`config.mk`:
```
export PLATFORM = sky130hd
export DESIGN_NAME = gcd_controller
export DESIGN_NICKNAME = d
export VERILOG_FILES = /design/src/rtl/gcd_controller.sv
export SDC_FILE = /design/constraint.sdc
export NUM_CORES = 1
export LEC_CHECK = 0
export CORE_AREA = 2 2 39 41
export CTS_BUF_LIST = sky130_fd_sc_hd__clkbuf_2
export CTS_CLUSTER_DIAMETER = 60
export DETAILED_ROUTE_END_ITERATION = 6
export DIE_AREA = 0 0 41 43
export GPL_TIMING_DRIVEN = 0
export PLACE_DENSITY_LB_ADDON = 0.12
export REMOVE_ABC_BUFFERS = 1
export SLEW_MARGIN = 20
export SYNTH_ARGS = -nofsm -noshare
export SYNTH_HDL_FRONTEND = slang
export SYNTH_SLANG_ARGS = --single-unit
export TNS_END_PERCENT = 100
```
`constraint.sdc`:
```
create_clock -name i_clk -period 1.8 [get_ports i_clk]
set_clock_uncertainty 0.05 [all_clocks]
set_input_delay 0.36 -clock i_clk [delete_from_list [all_inputs] [get_ports i_clk]]
set_output_delay 0.36 -clock i_clk [all_outputs]
set_load 0.02 [all_outputs]
```
`src/rtl/gcd_controller.sv`:
```
// Control FSM for the 16-bit subtractive GCD datapath: load A, load B, then one subtraction per cycle until A==B.
// Optional iteration timeout enabled by defining GCD_TIMEOUT_EN (adds the counter and the ERROR state).
module gcd_controller #(
  parameter int MAX_ITER = 65535,
  parameter int CNT_W    = 16
) (
  input  logic       i_clk,
  input  logic       i_rst,
  input  logic       i_start,
  input  logic       i_gt,
  input  logic       i_lt,
  input  logic       i_eq,
  output logic       o_ld_a,
  output logic       o_ld_b,
  output logic       o_sel,
  output logic       o_sel_in,
  output logic       o_busy,
  output logic       o_done,
  output logic       o_err,
  output logic [2:0] o_state
);

  // Handshake: i_start is a request honoured only in S_IDLE; o_done (with o_err) is a
  // single-cycle completion pulse, after which the A register holds the result.
  typedef enum logic [2:0] {
    S_IDLE    = 3'd0,
    S_LOAD_A  = 3'd1,
    S_LOAD_B  = 3'd2,
    S_COMPUTE = 3'd3,
    S_DONE    = 3'd4,
    S_ERROR   = 3'd5
  } state_t;

  state_t r_state;
  state_t w_next;

  if (CNT_W < 1 || MAX_ITER < 1 || MAX_ITER > (2 ** CNT_W) - 1) begin : g_bad_cfg
    $error("gcd_controller: CNT_W too narrow for MAX_ITER");
  end

  always_ff @(posedge i_clk) begin
    if (i_rst) r_state <= S_IDLE;
    else       r_state <= w_next;
  end

`ifdef GCD_TIMEOUT_EN
  logic [CNT_W-1:0] r_cnt;
  logic             w_cnt_clr;
  logic             w_cnt_inc;
  logic             w_expired;

  // Counts subtractions of the current run; the bound is checked before each load.
  always_ff @(posedge i_clk) begin
    if (i_rst)          r_cnt <= '0;
    else if (w_cnt_clr) r_cnt <= '0;
    else if (w_cnt_inc) r_cnt <= r_cnt + 1'b1;
  end

  assign w_expired = (r_cnt == CNT_W'(MAX_ITER));
`endif

  always_comb begin
    w_next   = r_state;
    o_ld_a   = 1'b0;
    o_ld_b   = 1'b0;
    o_sel    = 1'b0;
    o_sel_in = 1'b0;
    o_done   = 1'b0;
    o_err    = 1'b0;
    o_busy   = (r_state != S_IDLE);
`ifdef GCD_TIMEOUT_EN
    w_cnt_clr = 1'b0;
    w_cnt_inc = 1'b0;
`endif
    case (r_state)
      S_IDLE: begin
        if (i_start) w_next = S_LOAD_A;
      end
      S_LOAD_A: begin
        o_sel_in = 1'b1;
        o_ld_a   = 1'b1;
        w_next   = S_LOAD_B;
      end
      S_LOAD_B: begin
        o_sel_in = 1'b1;
        o_ld_b   = 1'b1;
        w_next   = S_COMPUTE;
`ifdef GCD_TIMEOUT_EN
        w_cnt_clr = 1'b1;
`endif
      end
      S_COMPUTE: begin
        if (i_eq) begin
          w_next = S_DONE;
`ifdef GCD_TIMEOUT_EN
        end else if (w_expired) begin
          w_next = S_ERROR;
`endif
        end else if (i_gt) begin
          o_ld_a = 1'b1;
`ifdef GCD_TIMEOUT_EN
          w_cnt_inc = 1'b1;
`endif
        end else if (i_lt) begin
          o_sel  = 1'b1;
          o_ld_b = 1'b1;
`ifdef GCD_TIMEOUT_EN
          w_cnt_inc = 1'b1;
`endif
        end
      end
      S_DONE: begin
        o_done = 1'b1;
        w_next = S_IDLE;
      end
`ifdef GCD_TIMEOUT_EN
      S_ERROR: begin
        o_done = 1'b1;
        o_err  = 1'b1;
        w_next = S_IDLE;
      end
`endif
      default: w_next = S_IDLE;
    endcase
  end

  assign o_state = r_state;

endmodule
```
Yosys cells after proc, flatten, opt, wreduce, memory -nomap -nowiden
Cells that the tools add are included.
Widths: inputs -> output; s select.
- bits in registers: 3
- logic and storage cells: 24
- reductions and logical operators: 4
- muxes and demuxes: 13
- equality and inequality tests: 6
- operators by type and width (operator ; count):
    $pmux 3 s4 ; 1
    $mux 1 ; 8
    $eq 3x2->1 const B ; 2
    $mux 3 ; 2
    $ne 2x2->1 const B ; 2
    $pmux 1 s2 ; 2
    $eq 3x1->1 const B ; 1
    $eq 3x3->1 const B ; 1
    $logic_not 3->1 ; 1
    $reduce_bool 3->1 ; 1
    $reduce_and 2->1 ; 1
    $reduce_or 2->1 ; 1

Logic depth before layout (Yosys ltp)
- depth after elaboration: 4
- depth in mapped cells: 3

Worst setup path before layout
No wires, ideal clock.
- path type: input-to-output
- start: in i_gt
- end: out o_ld_b
- path buffers: 0
- arrival time: 1123 ps
- setup slack: 267 ps
- stages: 2
- cells stage by stage: or3b_1 a21oi_1
- cells in the longest elaborated chain, start to end: 3
- RTL lines (element ; RTL line ; RTL):
    start: declaration ; 10 ; input logic i_gt,
    $mux 1 ; 99 ; end else if (i_gt) begin
    $mux 1 ; 93 ; if (i_eq) begin
    $pmux 1 s2 ; 75 ; case (r_state)
    end: declaration ; 14 ; output logic o_ld_b,
No other way between the ends.

Worst setup path in the final report
- start: in i_eq
- end: out o_ld_b
- cells in the longest elaborated chain, start to end: 2
- RTL lines (element ; RTL line ; RTL):
    start: declaration ; 12 ; input logic i_eq,
    $mux 1 ; 93 ;
    $pmux 1 s2 ; 75 ;
No other way between the ends.

==> metrics.md <==
| Metric | Value |
|---|---|
| Routed Wire Length | just under 600 um |
| Die H | roughly 43 um |
| Core Area | 0.00138 mm^2 |
| Die area | 0.00176 mm^2 |
| Area share of the largest cell type after synthesis | 0.308 |
| Clk_lat worst skew | around 200 ps |
| Register area share after synthesis | 0.308 |
| HP Start | o_state[1] |
| Port Buffer Count | 14 |
| Crit. End Element | primary output |
| Count of clock tree sinks | 3 |
| Antenna violations before repair | 0 |
| Hold Path Cell Cnt | 2 |
| Final-report setup violation count | 0 |
| First-pass GRT wire length | about 810 um |
| CTS max path bufs | 2 |
| Reg clk slew, reported paths | about 40 ps |
| Layout cells sized above 1 | 0.244 |
| Inserted Clock Buffers | 3 |
| Worst Path Max Fanout | 5 |
| Synth cell types | 17 |
| Final core occ | 0.260 |
| Via-per-instance ratio | 4.12 |
| Synth-to-Final Area Change | 84.6% |
| DRC Markers | 0 |
| Synth area leader | dfxtp_1 |
| GRT Residual Overflow | 0 |
| Placed cell area | 343 um^2 |
| Worst Hold Class | flip-flop to flip-flop |
| Fin. Hold Viols | 0 |
| Peak VDD IR | 0.231 mV |
| Syn avg cell area | ~8 um^2 |
| RSZ-0062 raised after global routing | no |
| Finished Layout Cells | 57 |
| Post-route minimum period | between 1500 and 2000 ps |
| WHS Endpoint | o_state[0] |
| Avg WL per Cell | 10.1 um |
| Cells after DPL | 53 |
| H-tree Lvls | 1 |
| Register-to-register setup slack | 900 ps |
| Diode count | 0 |
| Final max-slew violation count | 0 |
| CTS root buf | clkbuf_2 |
| Kind of critical path | primary input to primary output |
| RR Endpoint | o_state[2] |
| Setup Buffers After CTS | 0 |
| First-pass iteration count of the detailed router | 2 |
| Largest net degree at the start of global routing | 11 |
| F_max | ~570 MHz |
| Worst reg2reg path depth | 2 |
| FF-to-FF Start | o_state[2] |
| Final instance area | 360 um^2 |
| Netlist Area Pre-Place | 195 um^2 |
| Vias in the first global route | ~220 |
| Critical path startpoint category | primary input |
| Mapped Cells | 25 |
| Final net count | 48 |
| Largest register FFs | 3 |
| Top-Level Pins | 16 |
| Hold Buf Count CTS | 0 |
| DR vias | 235 |
| CTS tree | done |
| DR iter-0 viols | 4 |
| TNS Setup | 0 ps |
| Initial Utilization | 0.141 |
| FF+latch count, synth | 3 |
| Worst Path Arrival | approximately 1300 ps |
| Die extent in x | 41 um |
| Pwr/cell area | ~750 mW/mm^2 |
| Status | finished, final reports clean |
| Row count | 14 |
| Dominant cells by area after synthesis | dfxtp_1 (31%), nand2b_1 (13%), nor2_1 (5.8%), a21oi_1 (5.1%), or3b_1 (4.5%) |
| Final Cycle Share | 0.966 |
| Syn. warnings | 0 |
| Leak | ~0.18 nW |
| GRT Overall Usage | 0.0731 |
| RD Place Congestion | approximately 0.69 |
| Max cap viols | 0 |
| Critical Path RT | 1390 ps |
| Place WS | -617 ps |
| Final worst setup slack | 60.5 ps |
| Post-DP HPWL | 424 um |
| Antenna Nets Post-Route | 0 |
[Yosys cell counts]
library cell and instances:
nor2_1 3, a211oi_1 1, o21bai_1 1, a21oi_1 2, buf_4 1, nor3b_1 1, nor4_1 1, dfxtp_1 3
or3_1 1, conb_1 1, nand2b_1 4, or3b_1 1, nand3b_1 1, xnor2_1 1, and2_1 1, buf_2 1
and3_1 1
[critical path: stages]
cell           delay (ps)
dlygate4sd2_1         270
or3b_4                410
a21oi_2               140
buf_4                 150
[stage by stage]
| step | hold WS, ps | total power [mW] |
|---|---|---|
| 2_1_floorplan | 383 | 0.133 |
| 3_3_place_gp | 536 | 0.188 |
| 3_5_place_dp | 546 | 0.189 |
| 4_1_cts | 528 | 0.277 |
| 5_1_grt | 554 | 0.292 |
| 6_report | 514 | 0.270 |
[cells in the final DEF (no fill, tap or decap)]
cell and count:
xnor2_1 1, or3_1 1, buf_4 2, clkbuf_2 4, dfxtp_2 2, or3b_4 1
clkdlybuf4s50_1 4, dfxtp_1 1, nor4_1 1, a21oi_1 1, nor2_1 3, and3_1 1
o21bai_1 1, nand2b_1 4, a21oi_2 1, dlygate4sd2_1 7, nor3b_1 1, dlymetal6s2s_1 1
conb_1 1, a211oi_1 1, nand3b_1 1, and2_1 1
[kinds of logic (layout without fill, tap and decap cells)]
kind of cell,count (synthesis),in the layout,synth area share
compound gates,4,4,0.128
xor+xnor,1,1,0.0449
buf+inv,2,18,0.0641
flops,3,3,0.308
other cells,1,1,0.0192
simple gates,14,14,0.436
[per-layer routing]
metal | share of wire | track usage | vias to the layer above | wire length, um
li1 | - | - | 117 | -
met4 | 0 | 0.0800 | 0 | 0
met1 | 0.41 | 0.0639 | 108 | 234
met3 | 0.069 | 0.0314 | 0 | 40
met2 | 0.53 | 0.109 | 10 | 303
met5 | 0 | 0 | - | 0
[power by group]
| group | total (mW) | leakage [nW] | switching (mW) | internal [mW] |
|---|---|---|---|---|
| Clock | 0.0921 | 0.0166 | 0.0335 | 0.0586 |
| Combinational | 0.0913 | 0.135 | 0.0464 | 0.0448 |
| Sequential | 0.0864 | 0.0253 | 0.0131 | 0.0733 |
[how the worst max path moves through the flow]
stage	start	end	slack, ps	cells after the start
floorplan	i_gt	o_ld_b	270	2
global route	i_eq	o_ld_b	10	4
detailed placement	i_eq	o_ld_b	-620	4
finish	i_eq	o_ld_b	60	4
CTS	i_eq	o_ld_b	30	4
global placement	i_eq	o_ld_b	-590	4
[final cells by class]
type,count,area [um^2]
clock buffers,4,20.0
repair buffers,14,129
multi-input cells,20,129
fillers,160,1020
flip-flops and latches,3,62.6
well taps,16,20.0
[timing repair]
action	4_1_cts	5_1_grt
hold endpoints to repair	0	0
pin swaps	2	0
setup endpoints to repair	7	2
resized for setup	19	3
Note: power is estimated with default switching activity, not from simulation.
